**src/rtl/y86_pipe_ctrl_gen.sv**
```systemverilog
// y86_pipe_ctrl_gen: Y86-64 five-stage pipeline controller.
// It decodes the load/use, ret, mispredict and exception hazards, handles a
// variable-latency data-memory handshake with a watchdog, keeps sticky
// HALTED/TIMEOUT states and counts cycles, stalls and mispredicts.
// Ports:
//   clk, rst                    clock; asynchronous active-high reset
//   D_icode, d_srcA, d_srcB     decode-stage icode and source registers
//   E_icode, E_dstM, e_cnd      execute-stage icode, load destination and branch condition
//   M_icode, m_stat, W_stat     memory-stage icode/status and writeback status
//   dmem_ack / dmem_req         data-memory completion in, access request out
//   *_stall, *_bubble           controls for the F/D/E/M/W stage registers
//   ctrl_state                  0 RUN, 1 MEMWAIT, 2 HALTED, 3 TIMEOUT
//   cyc_cnt, stall_cnt, mispred_cnt  saturating performance counters
module y86_pipe_ctrl_gen #(
  parameter int CNT_W   = 32,
  parameter int TIMEOUT = 16,
  parameter int TO_W    = 5
) (
  input  logic             clk,
  input  logic             rst,
  input  logic [3:0]       D_icode,
  input  logic [3:0]       d_srcA,
  input  logic [3:0]       d_srcB,
  input  logic [3:0]       E_icode,
  input  logic [3:0]       E_dstM,
  input  logic             e_cnd,
  input  logic [3:0]       M_icode,
  input  logic [2:0]       m_stat,
  input  logic [2:0]       W_stat,
  input  logic             dmem_ack,
  output logic             dmem_req,
  output logic             F_stall,
  output logic             D_stall,
  output logic             D_bubble,
  output logic             E_stall,
  output logic             E_bubble,
  output logic             M_stall,
  output logic             M_bubble,
  output logic             W_bubble,
  output logic             W_stall,
  output logic [1:0]       ctrl_state,
  output logic [CNT_W-1:0] cyc_cnt,
  output logic [CNT_W-1:0] stall_cnt,
  output logic [CNT_W-1:0] mispred_cnt
);

  typedef enum logic [1:0] {
    ST_RUN     = 2'd0,
    ST_MEMWAIT = 2'd1,
    ST_HALTED  = 2'd2,
    ST_TMO     = 2'd3
  } state_t;

  localparam logic [3:0] RNONE   = 4'hF;
  localparam logic [2:0] STAT_AOK = 3'd1;

  state_t            state, stateNext;
  logic [TO_W-1:0]   waitCnt, waitNext;

  logic memOp, active, loadUse, retPend, mispred, excM, excW;
  logic runMemStall, holdMem;

  assign ctrl_state = state;

  always_comb begin
    memOp   = (M_icode == 4'h4) || (M_icode == 4'h5) || (M_icode == 4'h8) ||
              (M_icode == 4'h9) || (M_icode == 4'hA) || (M_icode == 4'hB);
    active  = (state == ST_RUN) || (state == ST_MEMWAIT);
    dmem_req = !rst && active && memOp && (m_stat == STAT_AOK);

    loadUse = ((E_icode == 4'h5) || (E_icode == 4'hB)) && (E_dstM != RNONE) &&
              ((E_dstM == d_srcA) || (E_dstM == d_srcB));
    retPend = (D_icode == 4'h9) || (E_icode == 4'h9) || (M_icode == 4'h9);
    mispred = (E_icode == 4'h7) && !e_cnd;
    excM    = (m_stat == 3'd2) || (m_stat == 3'd3) || (m_stat == 3'd4);
    excW    = (W_stat == 3'd2) || (W_stat == 3'd3) || (W_stat == 3'd4);

    // A writeback exception wins over starting a memory wait: the pipe is
    // about to halt, so there is no point freezing it for the access.
    runMemStall = (state == ST_RUN) && dmem_req && !dmem_ack && !excW;
    holdMem     = runMemStall || ((state == ST_MEMWAIT) && !dmem_ack);

    F_stall  = 1'b0;
    D_stall  = 1'b0;
    D_bubble = 1'b0;
    E_stall  = 1'b0;
    E_bubble = 1'b0;
    M_stall  = 1'b0;
    M_bubble = 1'b0;
    W_bubble = 1'b0;
    W_stall  = 1'b0;

    if (!rst) begin
      if ((state == ST_HALTED) || (state == ST_TMO)) begin
        F_stall = 1'b1;
        D_stall = 1'b1;
        E_stall = 1'b1;
        M_stall = 1'b1;
        W_stall = 1'b1;
      end else if (holdMem) begin
        // Freeze F..M around the outstanding access; drain W with a bubble.
        F_stall  = 1'b1;
        D_stall  = 1'b1;
        E_stall  = 1'b1;
        M_stall  = 1'b1;
        W_bubble = 1'b1;
      end else begin
        F_stall  = loadUse | retPend;
        D_stall  = loadUse;
        D_bubble = mispred | (retPend & !loadUse);
        E_bubble = mispred | loadUse;
        M_bubble = excM | excW;
        W_stall  = excW;
      end
    end

    stateNext = state;
    waitNext  = '0;
    case (state)
      ST_RUN: begin
        if (excW)             stateNext = ST_HALTED;
        else if (runMemStall) stateNext = ST_MEMWAIT;
      end
      ST_MEMWAIT: begin
        if (dmem_ack)                              stateNext = ST_RUN;
        else if (waitCnt == TO_W'(TIMEOUT - 1))    stateNext = ST_TMO;
        else                                       waitNext  = waitCnt + TO_W'(1);
      end
      default: stateNext = state;
    endcase
  end

  always_ff @(posedge clk or posedge rst) begin
    if (rst) begin
      state   <= ST_RUN;
      waitCnt <= '0;
    end else begin
      state   <= stateNext;
      waitCnt <= waitNext;
    end
  end

  // Counters stick at all-ones rather than wrapping.
  always_ff @(posedge clk or posedge rst) begin
    if (rst) begin
      cyc_cnt     <= '0;
      stall_cnt   <= '0;
      mispred_cnt <= '0;
    end else begin
      if (active && (cyc_cnt != '1))
        cyc_cnt <= cyc_cnt + CNT_W'(1);
      if (active && F_stall && (stall_cnt != '1))
        stall_cnt <= stall_cnt + CNT_W'(1);
      if ((state == ST_RUN) && mispred && !runMemStall && (mispred_cnt != '1))
        mispred_cnt <= mispred_cnt + CNT_W'(1);
    end
  end

endmodule

```
**config.mk**
```make
export PLATFORM = sky130hd
export DESIGN_NAME = y86_pipe_ctrl_gen
export DESIGN_NICKNAME = d
export VERILOG_FILES = /design/src/rtl/y86_pipe_ctrl_gen.sv
export SDC_FILE = /design/constraint.sdc
export NUM_CORES = 1
export LEC_CHECK = 0
export ABC_AREA = 1
export CAP_MARGIN = 40
export CORE_UTILIZATION = 56
export DETAILED_ROUTE_END_ITERATION = 10
export GPL_TIMING_DRIVEN = 0
export PLACE_DENSITY_LB_ADDON = 0.08
export RECOVER_POWER = 50
export SLEW_MARGIN = 15
export SYNTH_ARGS = -nofsm -noshare
export SYNTH_HDL_FRONTEND = slang
export SYNTH_SLANG_ARGS = --single-unit
```
**constraint.sdc**
```tcl
create_clock -name clk -period 12.4 [get_ports clk]
set_input_delay 3.72 -clock clk [delete_from_list [all_inputs] [get_ports clk]]
set_output_delay 3.72 -clock clk [all_outputs]
set_load 0.01 [all_outputs]
```
==> results.yml <==
yosys:
  synth_compound_area_frac: 0.0372
  yosys_register_bits: 103
  post_synth_fa_ha_maj_area_fraction: 0.00732
  synth-edff-count: 0
  syn-cell-area_mm2: 0.00684
  synth-async-reset-ratio: 1.00
  synth-xor-area-share: 0.105
  synth.net_count: 1033
  post_synth_mux_area_share: 0
  synth-warning-count: 0
  syn_area_per_cell_um2: 6.87
  combinational_family_with_the_most_area_after_synthesis: "simple AND/OR/NAND/NOR gates"
  ys_dominant_reg_cell: "dfrtp_1"
  simple_gate_share_of_the_synthesized_area: 0.404
  syn-instance-count: 995
  synth.yosys.seq_area_share: 0.377
  cell_variety_after_synth: 39
floorplanning:
  die_h_um: 112
  floorplan.die_area_mm2: 0.0127
  floorplan.core_area_mm2: 0.0117
  initial_core_utilization: 0.586
  design.portCount: 142
  rows: 39
  die_w_um: 112
worst_setup_path:
  critPathMaxFanout: 78
  path_class: "input pin to primary output"
  cp-startpoint: "rst"
  critPathCaptureType: "primary output"
  r2r-start: "cyc_cnt[0]"
  critical_path_arrival_ns: 6.52
  start_kind: "input pin"
  crit_required_ns: 8.68
pwr:
  netSwitchingFraction: 0.233
  p_comb_frac: 0.047
  max-vdd-ir-drop_mv: 0.119
  static_leakage_nw: 4.04
  pwr_density_cell_mw_per_mm2: 76.2
  total_internal_power_w: 0.000509
  power_frac_seq: 0.506
  pwr-share-clk: 0.448
  power.switching_w: 0.000155
clock_tree:
  tritoncts.num_buffers: 9
  clockBufferDepth: 2
  ctsHtreeMaxLevel: 3
  path_clk_slew_ns: 0.07
  clock_latency_ns: 0.36
  postCtsSetupRepairBufs: 0
  cts_hold_buf: 0
  cts_repair_resize_count: 0
  cts_tree: "yes"
  cts_sinks: 103
  cts_root_buf: "clkbuf_16"
timing:
  finalCriticalPeriod_ns: 10.24
  post-route-period-util: 0.825
  max_slew.worst_pin.slew_ns: 0.550
  grt_setup_unrepaired: "false"
  hold_ws_ns: 0.471
  maxClockFrequency_ghz: 0.0977
  final_critical_path_setup_slack_ns: 2.16
  timing.max_slew.rel_slack: 0.634
  report.final.hold_viol_count: 0
  final-setup-viol-count: 0
  timing.clock.skew_ns: 0.00778
  fin_setup_tns_ns: 0
  maxSlewViolCount: 0
finish:
  finish.net_count: 1186
  final_standard_cell_count_with_taps_included_and_fillers_excluded: 1296
  final_cell_mix: "nand2_1, clkdlybuf4s50_1, nor2_1"
  syn2layout_area_growth_pct: 27.4
  insertedDiodeCount: 0
  fin_util: 0.747
  footprint_of_the_multi_input_gates_mm2: 0.00375
  filler_cell_count: 1007
  mostFrequentLayoutCell: "nand2_1"
  register_area_mm2: 0.00258
  drive_gt1_frac: 0.0460
routing:
  detail_route.wirelength_um: 18600
  post_detailed_route_via_to_cell_ratio: 5.32
  drt-initial-drc-count: 536
  drt_drc_violations_left: 0
  via_count: 6891
  drtPass1Iterations: 5
  route.antenna.remaining_nets: 0
  wl_per_cell_um: 14.3
placed_design:
  io_buf_count: 141
  final_gp_congestion: 0.984
  pre_cts_ws_ns: 2.22
  post-dp-hpwl_um: 14200
  numPlacedInstances: 1280
grt:
  grt_antenna_before_repair: 1
  grt_max_degree: 79
  gr-total-overflow: 0
  grt_util_all_layers: 0.308
  first_global_vias: 6558
  global_route_wire_length_before_repair_um: 30900
flow_run:
  max_cap_violations: 0
run_status:
  run_status: "completed"
min_path:
  worst_hold_startpoint: "waitCnt[0]"
  min_path_type: "flip-flop to flip-flop"
## power groups by stage
stage | clock network [W] | logic [W] | registers, W
2_1_floorplan | 0 | 0.0000131 | 0.000342
3_3_place_gp | 0 | 0.0000296 | 0.000342
3_5_place_dp | 0 | 0.0000315 | 0.000342
4_1_cts | 0.000301 | 0.0000316 | 0.000336
5_1_grt | 0.000311 | 0.0000347 | 0.000336
6_report | 0.000297 | 0.0000309 | 0.000336
## critical path: stages
cell             delay (ns)
dlygate4sd3_1          0.63
inv_6                  0.27
buf_16                 0.36
nand2_2                0.16
nor2_2                 0.14
nand3_1                0.12
nor2_2                 0.18
nor2_4                 0.07
nand2_1                0.08
nand2_1                0.05
inv_1                  0.08
buf_4                  0.10
clkdlybuf4s50_1        0.52
## final cells by class
cell class | instances | area share
Clock inverter | 7 | 0.00905
Inverter | 82 | 0.0364
Timing Repair Buffer | 142 | 0.165
Sequential cell | 103 | 0.296
Multi-Input combinational cell | 788 | 0.431
Buffer | 22 | 0.0157
Clock buffer | 9 | 0.0259
Tap cell | 143 | 0.0205
## per-stage QoR
stage / cell area [um^2] / total power [W]
after global routing: 8710 / 0.000681
after floorplan: 6840 / 0.000355
final: 8710 / 0.000664
after detailed placement: 8460 / 0.000374
after global placement: 8430 / 0.000372
after CTS: 8760 / 0.000668
## sequential cells by signal, summed over array words and instances, names as in the netlist
name and count:
ctrl_state 2, waitCnt 5, stall_cnt 32, mispred_cnt 32, cyc_cnt 32
## kinds of logic after synthesis
family          count (synthesis)
buf+inv                       104
xor+xnor                       82
simple gates                  659
fa+ha+maj                       4
compound gates                 43
flops                         103
## layer usage
metal,share of wire,vias to the layer above,global-route usage,routed length [um]
met5,0.00070,-,0,13
met4,0.021,2,0.0987,388
met3,0.059,32,0.0680,1110
met2,0.47,234,0.513,8760
met1,0.45,3182,0.400,8320
li1,-,3441,-,-
## worst paths after layout
path / to / slack [ns] / cells past startpoint
worst min-delay path: waitCnt[0] / 0.47 / 1
min in group asynchronous: cyc_cnt[30] / 3.87 / 2
worst max-delay path: M_stall / 2.16 / 13
worst min register to register: waitCnt[0] / 0.47 / 1
worst max register to register: cyc_cnt[5] / 9.43 / 11
max in group asynchronous: mispred_cnt[10] / 7.86 / 3
## cell usage after synthesis, types with 2 or more instances
library cell,instances,area (um^2)
inv_4,2,12.5
nand3_1,58,290
inv_1,76,285
a21oi_1,7,35.0
nand2_1,403,1510
buf_2,10,50.1
nor2_2,4,25.0
buf_6,7,78.8
o21ai_0,18,90.1
o21ai_2,7,61.3
o21ai_1,6,30.0
ha_1,4,50.1
xnor2_1,28,245
nand2_4,2,22.5
nor4_1,3,18.8
nand4_1,13,81.3
nor3_1,48,240
dfrtp_1,103,2580
inv_2,4,15.0
nor2_1,110,413
nand3b_1,8,60.1
xor2_1,54,473
buf_4,4,30.0
No activity file was read; power rests on OpenSTA's default activity.
==> variant (same settings) <==
Make the reset (`rst`) synchronous in 2 clocked blocks. Comments in the files are not updated.
--- a/src/rtl/y86_pipe_ctrl_gen.sv
+++ b/src/rtl/y86_pipe_ctrl_gen.sv
@@ -131,5 +131,5 @@
   end
 
-  always_ff @(posedge clk or posedge rst) begin
+  always_ff @(posedge clk) begin
     if (rst) begin
       state   <= ST_RUN;
@@ -142,5 +142,5 @@
 
   // Counters stick at all-ones rather than wrapping.
-  always_ff @(posedge clk or posedge rst) begin
+  always_ff @(posedge clk) begin
     if (rst) begin
       cyc_cnt     <= '0;
Function: differs if rst is asserted again (counterexample within 4 cycles, from zero or initial values and one cycle with rst high); with rst held inactive, the same outputs for 10 cycles.
==> variant against the unedited design <==
  * Non-clock buffer count increased by 7
  * Synthesized cell count is 0.20% lower
  * First-iteration DRC count is 11% higher
  * Sequential cell count did not move
  * Count of clock-buffer cells in the layout increased by 1
  * Final area is 4.9% lower
  * Synthesized area is 6.4% lower
  * Worst setup slack improved by 0.37 ns
  * Wire length down 2.6%
Power is not compared: it rests on default switching activity, and its combinational part moved more than twofold at a synthesized area within 25%.
==> variant: results (changes against the unedited design) <==
sequential share of the synthesized area 0.322 (-0.0547); initial antenna violation count 0 (-1); layout cells sized above 1 0.0557 (+0.00978); async set-or-reset flop fraction in the synthesized netlist 0 (-1.00); input/output buffers 141 (unchanged); largest fanout on the critical path 10 (-87%); gr usage total 0.316 (+0.00780); Final HPWL DP 13900 um (-2.2%); Inst Count DP 1274 (-0.47%); Via density 5.41 (+1.8%); post-synth cell types 34 (-13%); Post-Route WL 18100 um (-2.6%); first-pass GRT wire length 29600 um (-4.4%); Avg Cell Area, Syn 6.44 um2 (-6.2%); syn nets 1032 (-0.097%); status complete, no violations; inverter count 86 (+4.9%); critical hold path startpoint waitCnt[0]; Setup Skew 0.0100 ns (+0.00222 ns); clk tree area frac 0.0355 (+0.000601); Mapped Area 6400 um2 (-6.4%); Slew headroom 0.515 (-0.118); area occupied by multi-input gates 3840 um2 (+2.2%); flop-to-flop setup slack 10.18 ns (+0.75 ns); buffering overhead 0.192 (+0.0106); nets 1184 (-0.17%); fillers 941 (-6.6%); Hold Crit Endpoint waitCnt[0]; vias in the first global route 6333 (-3.4%); Placed Area 7980 um2 (-5.6%); Post-synth top cells nand2_1 (295), nor2_1 (128), dfxtp_1 (103); largest net degree at the start of global routing 17 (-78%); reg-to-reg endpoint stall_cnt[18]; Crit Reg-Reg Startpoint stall_cnt[0]; routability cong. 0.961 (-2.3%); worst hold slack 0.449 ns (-0.0223 ns)
==> variant: cells by family (layout without fill, tap and decap cells) <==
| kind of cell | Yosys count | in the layout | share of synthesized area |
|---|---|---|---|
| AOI/OAI and AO/OA | 107 | 107 | 0.0976 |
| xor gates and xnor gates | 73 | 73 | 0.0999 |
| adders and majority gates | 5 | 5 | 0.00978 |
| buffers and inverters | 116 | 271 | 0.0776 |
| DFF | 103 | 103 | 0.322 |
| and+or+nand+nor | 589 | 589 | 0.393 |
==> variant: worst max path at each step <==
stage	start	to	slack (ns)	depth (start not counted)
2_1_floorplan	m_stat[2]	F_stall	4.12	8
3_3_place_gp	rst	W_stall	2.63	7
3_5_place_dp	rst	W_stall	2.64	7
4_1_cts	rst	W_stall	2.63	7
5_1_grt	rst	W_stall	2.35	7
6_report	rst	W_stall	2.54	7
==> variant: per-layer routing <==
layer	GRT usage	wire (um)	up-vias
met3	0.0568	1340	44
met5	0	0	-
met2	0.522	8420	273
li1	-	-	3507
met1	0.410	7950	3147
met4	0.110	410	0
